===== src/rtl/dram_ctrl_pkg.sv =====
// Shared types and constants for the open-page DRAM controller.
// Address split, timing defaults and the controller state encoding.
package dram_ctrl_pkg;

    localparam int ADDR_W = 21;
    localparam int ROW_W  = 11;
    localparam int COL_W  = 10;
    localparam int A_W    = 11;
    localparam int DATA_W = 32;
    localparam int STRB_W = 4;
    localparam int CNT_W  = 8;

    localparam int DEF_T_RP  = 5;
    localparam int DEF_T_RCD = 5;
    localparam int DEF_T_TMO = 255;

    typedef enum logic [2:0] {
        IDLE,
        PRE,
        ACT,
        RD_CAS,
        RD_WAIT,
        WR_CAS,
        WR_REC
    } state_t;

    function automatic logic [ROW_W-1:0] row_of(
        input logic [ADDR_W-1:0] a
    );
        return a[ADDR_W-1:COL_W];
    endfunction

    function automatic logic [A_W-1:0] col_of(
        input logic [ADDR_W-1:0] a
    );
        return {{(A_W-COL_W){1'b0}}, a[COL_W-1:0]};
    endfunction

endpackage


===== src/rtl/dram_timer.sv =====
// Loadable down-counter shared by precharge, activate and read timeout.
// done marks the last cycle of a loaded interval.
module dram_timer
    import dram_ctrl_pkg::*;
(
    input  logic             clk,
    input  logic             rst_n,
    input  logic             load,
    input  logic [CNT_W-1:0] load_val,
    input  logic             en,
    output logic             done
);

    logic [CNT_W-1:0] cnt;

    always_ff @(posedge clk or negedge rst_n) begin
        if (!rst_n) begin
            cnt <= '0;
        end else if (load) begin
            cnt <= load_val;
        end else if (en && cnt != '0) begin
            cnt <= cnt - 1'b1;
        end
    end

    assign done = (cnt == CNT_W'(1));

endmodule


===== src/rtl/dram_ctrl.sv =====
// Single-port DRAM controller with an open-page policy.
// One request in flight; one response per accepted request.
module dram_ctrl
    import dram_ctrl_pkg::*;
#(
    parameter int T_RP  = DEF_T_RP,
    parameter int T_RCD = DEF_T_RCD,
    parameter int T_TMO = DEF_T_TMO
) (
    input  logic              cpu_clk,
    input  logic              cpu_rst_n,
    input  logic              req_valid,
    output logic              req_ready,
    input  logic              req_write,
    input  logic [ADDR_W-1:0] req_addr,
    input  logic [STRB_W-1:0] req_wstrb,
    input  logic [DATA_W-1:0] req_wdata,
    output logic              resp_valid,
    output logic              resp_err,
    output logic [DATA_W-1:0] resp_rdata,
    output logic              DRAM_CSn,
    output logic              DRAM_RASn,
    output logic              DRAM_CASn,
    output logic [STRB_W-1:0] DRAM_WEn,
    output logic [A_W-1:0]    DRAM_A,
    output logic [DATA_W-1:0] DRAM_D,
    input  logic [DATA_W-1:0] DRAM_Q,
    input  logic              DRAM_valid
);

    localparam logic [CNT_W-1:0] RP_V  = CNT_W'(T_RP);
    localparam logic [CNT_W-1:0] RCD_V = CNT_W'(T_RCD);
    localparam logic [CNT_W-1:0] TMO_V = CNT_W'(T_TMO);

    state_t state;
    state_t state_nxt;

    logic              row_open;
    logic [ROW_W-1:0]  open_row;
    logic              write_q;
    logic [ADDR_W-1:0] addr_q;
    logic [STRB_W-1:0] wstrb_q;
    logic [DATA_W-1:0] wdata_q;
    logic              abort_q;

    logic              tmr_load;
    logic              tmr_en;
    logic              tmr_done;
    logic [CNT_W-1:0]  tmr_val;

    logic              accept;
    logic              row_hit;
    logic              row_miss;
    logic [ROW_W-1:0]  req_row;

    assign req_row   = row_of(req_addr);
    assign req_ready = (state == IDLE) && cpu_rst_n;
    assign accept    = req_valid && req_ready;
    assign row_hit   = row_open && (req_row == open_row);
    assign row_miss  = row_open && (req_row != open_row);

    dram_timer u_timer (
        .clk      (cpu_clk),
        .rst_n    (cpu_rst_n),
        .load     (tmr_load),
        .load_val (tmr_val),
        .en       (tmr_en),
        .done     (tmr_done)
    );

    always_comb begin
        state_nxt = state;
        tmr_load  = 1'b0;
        tmr_val   = '0;
        tmr_en    = 1'b0;
        unique case (state)
            IDLE: begin
                if (accept) begin
                    unique case (1'b1)
                        row_hit: begin
                            state_nxt = req_write ? WR_CAS : RD_CAS;
                        end
                        row_miss: begin
                            state_nxt = PRE;
                            tmr_load  = 1'b1;
                            tmr_val   = RP_V;
                        end
                        !row_open: begin
                            state_nxt = ACT;
                            tmr_load  = 1'b1;
                            tmr_val   = RCD_V;
                        end
                        default: ;
                    endcase
                end
            end
            PRE: begin
                tmr_en = 1'b1;
                if (tmr_done) begin
                    // A timed-out read has already answered; just close out.
                    if (abort_q) begin
                        state_nxt = IDLE;
                    end else begin
                        state_nxt = ACT;
                        tmr_load  = 1'b1;
                        tmr_val   = RCD_V;
                    end
                end
            end
            ACT: begin
                tmr_en = 1'b1;
                if (tmr_done) begin
                    state_nxt = write_q ? WR_CAS : RD_CAS;
                end
            end
            RD_CAS: begin
                state_nxt = RD_WAIT;
                tmr_load  = 1'b1;
                tmr_val   = TMO_V;
            end
            RD_WAIT: begin
                tmr_en = 1'b1;
                if (DRAM_valid) begin
                    state_nxt = IDLE;
                end else if (tmr_done) begin
                    state_nxt = PRE;
                    tmr_load  = 1'b1;
                    tmr_val   = RP_V;
                end
            end
            WR_CAS:  state_nxt = WR_REC;
            WR_REC:  state_nxt = IDLE;
            default: state_nxt = IDLE;
        endcase
    end

    always_comb begin
        DRAM_CSn  = !(row_open || state != IDLE);
        DRAM_RASn = !(row_open || state == ACT);
        DRAM_CASn = 1'b1;
        DRAM_WEn  = '1;
        DRAM_A    = '0;
        DRAM_D    = '0;
        unique case (state)
            ACT: begin
                DRAM_A = row_of(addr_q);
            end
            RD_CAS, RD_WAIT: begin
                DRAM_CASn = 1'b0;
                DRAM_A    = col_of(addr_q);
            end
            WR_CAS: begin
                DRAM_CASn = 1'b0;
                DRAM_WEn  = ~wstrb_q;
                DRAM_A    = col_of(addr_q);
                DRAM_D    = wdata_q;
            end
            default: ;
        endcase
    end

    always_ff @(posedge cpu_clk or negedge cpu_rst_n) begin
        if (!cpu_rst_n) begin
            state      <= IDLE;
            row_open   <= 1'b0;
            open_row   <= '0;
            write_q    <= 1'b0;
            addr_q     <= '0;
            wstrb_q    <= '0;
            wdata_q    <= '0;
            abort_q    <= 1'b0;
            resp_valid <= 1'b0;
            resp_err   <= 1'b0;
            resp_rdata <= '0;
        end else begin
            state      <= state_nxt;
            resp_valid <= 1'b0;
            if (accept) begin
                write_q <= req_write;
                addr_q  <= req_addr;
                wstrb_q <= req_wstrb;
                wdata_q <= req_wdata;
                abort_q <= 1'b0;
                if (row_miss) begin
                    row_open <= 1'b0;
                end
            end
            unique case (state)
                ACT: begin
                    if (tmr_done) begin
                        row_open <= 1'b1;
                        open_row <= row_of(addr_q);
                    end
                end
                RD_WAIT: begin
                    if (DRAM_valid) begin
                        resp_valid <= 1'b1;
                        resp_err   <= 1'b0;
                        resp_rdata <= DRAM_Q;
                    end else if (tmr_done) begin
                        resp_valid <= 1'b1;
                        resp_err   <= 1'b1;
                        resp_rdata <= '0;
                        row_open   <= 1'b0;
                        abort_q    <= 1'b1;
                    end
                end
                WR_REC: begin
                    resp_valid <= 1'b1;
                    resp_err   <= 1'b0;
                    resp_rdata <= '0;
                end
                default: ;
            endcase
        end
    end

endmodule


===== config.mk =====
export PLATFORM = sky130hd
export DESIGN_NAME = dram_ctrl
export DESIGN_NICKNAME = d
export VERILOG_FILES = /design/src/rtl/dram_ctrl_pkg.sv /design/src/rtl/dram_timer.sv /design/src/rtl/dram_ctrl.sv
export SDC_FILE = /design/constraint.sdc
export NUM_CORES = 1
export LEC_CHECK = 0
export ABC_AREA = 1
export BUFFER_PORTS_ARGS = -buffer_cell sky130_fd_sc_hd__buf_2
export CORE_MARGIN = 2
export CORE_UTILIZATION = 45
export DETAILED_ROUTE_END_ITERATION = 16
export PLACE_DENSITY = 0.75
export SLEW_MARGIN = 0
export SYNTH_ARGS = -nofsm -noshare
export SYNTH_HDL_FRONTEND = slang
export SYNTH_SLANG_ARGS = --single-unit

===== constraint.sdc =====
create_clock -name cpu_clk -period 1.5 [get_ports cpu_clk]
set_input_delay 0.15 -clock cpu_clk [delete_from_list [all_inputs] [get_ports cpu_clk]]
set_output_delay 0.15 -clock cpu_clk [all_outputs]
set_load 0.02 [all_outputs]

==> summary.txt <==
DRT
----------------------------------------------------------------------------------------------------
Number of detailed-route iterations in the first pass                                              9
Antenna Violating Nets Remaining                                                                   0
Residual DRC count                                                                                 0
Initial DRC Count                                                                               1267
Avg WL per Cell                                                                              28.5 um
Routed wire length                                                                          36000 um
Routed vias/inst                                                                                6.42
Via count                                                                                       8105

DIE
----------------------------------------------------------------------------------------------------
Effective utilization at floorplan                                                             46.1%
Die Y                                                                                         115 um
Die width                                                                                     115 um
# rows                                                                                            40
Core region area                                                                          0.0120 mm2
Die Footprint                                                                             0.0131 mm2
Number of placed I/O pins                                                                        179

PLACE
----------------------------------------------------------------------------------------------------
Buffers on Ports                                                                                 178
DP Wirelength                                                                               10100 um
Placed standard-cell area                                                                0.00709 mm2
Routability congestion estimate from global placement                                          0.848
Placed instance count                                                                           1076

SYNTHESIS
----------------------------------------------------------------------------------------------------
Most used flip-flop cell after synthesis                                                sky130_fd_sc_hd__dfrtp_1
Yosys Warn Count                                                                                   0
Number of enable-type register cells in the synthesized netlist                                    0
Top cells by instance count after synthesis                                             232 x sky130_fd_sc_hd__nand2_1, 116 x sky130_fd_sc_hd__dfrtp_1, 87 x sky130_fd_sc_hd__nor2_1
Net count after synthesis                                                                        807
Number of standard cells after synthesis                                                         711
Mean post-synth cell area                                                                   7.75 um2
Most numerous cell in the Yosys netlist                                                 sky130_fd_sc_hd__nand2_1
Distinct cell type count of the synthesized netlist                                               30
Number of register bits inferred by synthesis                                                    116
Top cell type's share of synthesized area                                                      52.7%
Fraction of registers with async set or reset after synthesis                                   100%
Synth area leader                                                                       sky130_fd_sc_hd__dfrtp_1
Most area-consuming cells after synthesis                                               sky130_fd_sc_hd__dfrtp_1 53%, sky130_fd_sc_hd__nand2_1 16%, sky130_fd_sc_hd__o21ai_0 7.3%
Post-Synthesis Cell Area                                                                 0.00551 mm2
Share of the yosys chip area belonging to registers                                            52.7%

TIMING
----------------------------------------------------------------------------------------------------
Relative max-transition margin                                                                 57.4%
Max-slew violation count                                                                           0
Clock skew after layout                                                                    0.0167 ns
Final count of negative-setup-slack endpoints                                                    167
Final hold violations                                                                              3
Post-route fraction of the period consumed by the critical path                                 152%
Final setup margin                                                                         -0.780 ns
Unrepaired setup endpoints after global routing                                                 true
Slew @ Worst Pin                                                                            0.639 ns
Hold slack                                                                                -0.0213 ns
Maximum clock rate                                                                           439 MHz
Final critical path time including I/O delays and setup                                      2.28 ns

SETUP PATH
----------------------------------------------------------------------------------------------------
Arrival time of the worst setup path                                                         2.53 ns
Ordered list of cells on the worst path                                                 inv_2 -> buf_6 -> buf_4 -> nand3_4 -> nor2_4 -> nand2_4 -> buf_4 -> buf_4 -> buf_6 -> nand2_1 -> nand2_1
Top cell family by delay on the critical path                                           buffers and inverters
Highest net fanout along the worst path                                                            4
Worst Setup End Kind                                                                       flip-flop
Critical path launch point type                                                            flip-flop
Crit-path slowest cell                                                                  sky130_fd_sc_hd__dfrtp_1
Worst EP required                                                                            1.75 ns
Most repeated library cell on the critical path                                         sky130_fd_sc_hd__buf_4
Number of buffers and inverters on the critical path                                               6
Slowest cell delay on critical path                                                          0.47 ns
Crit path kind                                                                            reg -> reg

CLOCK NETWORK
----------------------------------------------------------------------------------------------------
Number of buffers between clock root and the deepest sink                                          2
Clock tree from TritonCTS                                                                      built
Count of H-tree levels built during CTS                                                            4
Clock-pin slew reported for the worst setup and hold paths after clock tree synthesis        0.07 ns
Root buffer cell                                                                        sky130_fd_sc_hd__clkbuf_16
Clock Sinks                                                                                      116
CTS buffer count                                                                                  17
Clock Latency Late Sink                                                                      0.46 ns

CELLS AND AREA
----------------------------------------------------------------------------------------------------
Share of layout cells above drive strength 1                                                   49.1%
Non-filler instance count after layout                                                          1263
Post-layout util                                                                               90.8%
Net count of the finished layout                                                                1196
Synth-to-Final Area Change                                                                     97.1%
Cell area after layout                                                                    0.0109 mm2

GLOBAL ROUTING
----------------------------------------------------------------------------------------------------
Pin count of the biggest net entering global routing                                             117
Via count of the first global-routing pass                                                      6779
Grt ovf                                                                                            0
Global-route wire length before repair                                                      35800 um
Total track usage                                                                              36.6%
Number of antenna violations at the first check in global routing                                  6

PWR
----------------------------------------------------------------------------------------------------
Final Power                                                                                 24400 uW
PD cells                                                                                 2250 mW/mm2
Worst VDD drop                                                                               1.36 mV
Leakage power                                                                             0.00530 uW

MIN PATH
----------------------------------------------------------------------------------------------------
Worst min-delay path class                                                                 in -> reg

OUTCOME
----------------------------------------------------------------------------------------------------
Result of the run                                                                       finished, violations left
Violations in the final reports                                                         hold timing, setup timing

JOB
----------------------------------------------------------------------------------------------------
Max-cap violations                                                                                 0

## cell families after synthesis
logic type / Yosys count / share of synthesized area (%)
adders and majority gates: 2 / 0.454
and+or+nand+nor: 350 / 25.2
AOI/OAI and AO/OA: 122 / 12.2
buffers and inverters: 117 / 8.81
DFF: 116 / 52.7
xor gates and xnor gates: 4 / 0.636
## power breakdown
group | total, uW | internal [uW] | switching, uW
combinational | 13700 | 5610 | 8130
sequential | 6080 | 4640 | 1440
clock | 4600 | 2900 | 1700
## state kept, by name (all words and copies together) (netlist names)
signal / flops
addr_q: 21
wstrb_q: 4
write_q: 1
wdata_q: 32
open_row: 11
resp_err: 1
row_open: 1
abort_q: 1
resp_rdata: 32
resp_valid: 1
state: 3
u_timer.cnt: 8
## worst paths after layout
kind | from | slack, ns | to | depth (start not counted)
worst min register to register | addr_q[6]$_DFFE_PN0P_ | 0.48 | addr_q[6]$_DFFE_PN0P_ | 2
worst min-delay path | req_addr[14] | -0.02 | addr_q[14]$_DFFE_PN0P_ | 3
worst max-delay path | state[1]$_DFFE_PN0P_ | -0.78 | wstrb_q[1]$_DFFE_PN0P_ | 11
max in group asynchronous | cpu_rst_n | 0.58 | state[2]$_DFFE_PN0P_ | 3
worst max register to register | state[1]$_DFFE_PN0P_ | -0.78 | wstrb_q[1]$_DFFE_PN0P_ | 11
min in group asynchronous | cpu_rst_n | 0.42 | resp_rdata[9]$_DFFE_PN0P_ | 3
## repair_timing
action,4_1_cts,5_1_grt
setup endpoints to repair,108,167
gates cloned,14,16
endpoints found under the hold margin,195,0
hold buffers,80,0
pin swaps,14,17
setup buffers,31,28
resized for setup,237,218
## cell type report
| type | instances | area [um2] |
|---|---|---|
| Clock inverter | 9 | 150 |
| Multi-Input combinational cell | 479 | 3110 |
| Timing Repair Buffer | 399 | 3700 |
| Sequential cell | 116 | 2900 |
| Tap cell | 147 | 184 |
| Antenna cell | 3 | 7.51 |
| Clock buffer | 23 | 478 |
| Inverter | 87 | 337 |
| Fill cell | 369 | 1100 |
## routing by layer
layer / vias up / global-route usage, % / part of all wire (%)
met5: - / 0 / 0.24
met3: 453 / 12.5 / 15
li1: 3003 / - / -
met1: 3722 / 38.3 / 30
met2: 915 / 62.7 / 43
met4: 12 / 23.7 / 13
## stage by stage
stage	TNS, ns	hold slack (ns)	worst slack, ns
after floorplan	-5.79	-0.146	-0.0807
after global placement	-3.13	0.315	-0.104
after detailed placement	-5.70	0.318	-0.183
after CTS	-33.08	0.0000956	-0.397
after global routing	-84.70	-0.00313	-0.772
final	-85.82	-0.0213	-0.780
## placed cells by master (no fill, tap or decap), types with 8 or more instances in the layout
cell / n
sky130_fd_sc_hd__buf_2: 126
sky130_fd_sc_hd__nand2_1: 196
sky130_fd_sc_hd__dlygate4sd3_1: 80
sky130_fd_sc_hd__nand2_4: 18
sky130_fd_sc_hd__nor2_1: 22
sky130_fd_sc_hd__dfrtp_1: 115
sky130_fd_sc_hd__clkbuf_16: 27
sky130_fd_sc_hd__buf_4: 93
sky130_fd_sc_hd__a21oi_4: 11
sky130_fd_sc_hd__inv_1: 78
sky130_fd_sc_hd__nand2_2: 21
sky130_fd_sc_hd__nor2_4: 50
sky130_fd_sc_hd__o21ai_0: 8
sky130_fd_sc_hd__o21ai_2: 30
sky130_fd_sc_hd__buf_12: 13
sky130_fd_sc_hd__o21ai_1: 41
sky130_fd_sc_hd__a21oi_2: 23
sky130_fd_sc_hd__nor2_2: 21
sky130_fd_sc_hd__buf_6: 60
sky130_fd_sc_hd__nand3_1: 8
sky130_fd_sc_hd__buf_16: 10
## worst register-to-register path: stages, from the launching register on
cell	delay, ns
sky130_fd_sc_hd__dfrtp_1	0.47
sky130_fd_sc_hd__inv_2	0.17
sky130_fd_sc_hd__buf_6	0.13
sky130_fd_sc_hd__buf_4	0.11
sky130_fd_sc_hd__nand3_4	0.09
sky130_fd_sc_hd__nor2_4	0.15
sky130_fd_sc_hd__nand2_4	0.11
sky130_fd_sc_hd__buf_4	0.15
sky130_fd_sc_hd__buf_4	0.15
sky130_fd_sc_hd__buf_6	0.15
sky130_fd_sc_hd__nand2_1	0.13
sky130_fd_sc_hd__nand2_1	0.25
Power figures use the tool's default switching activity.
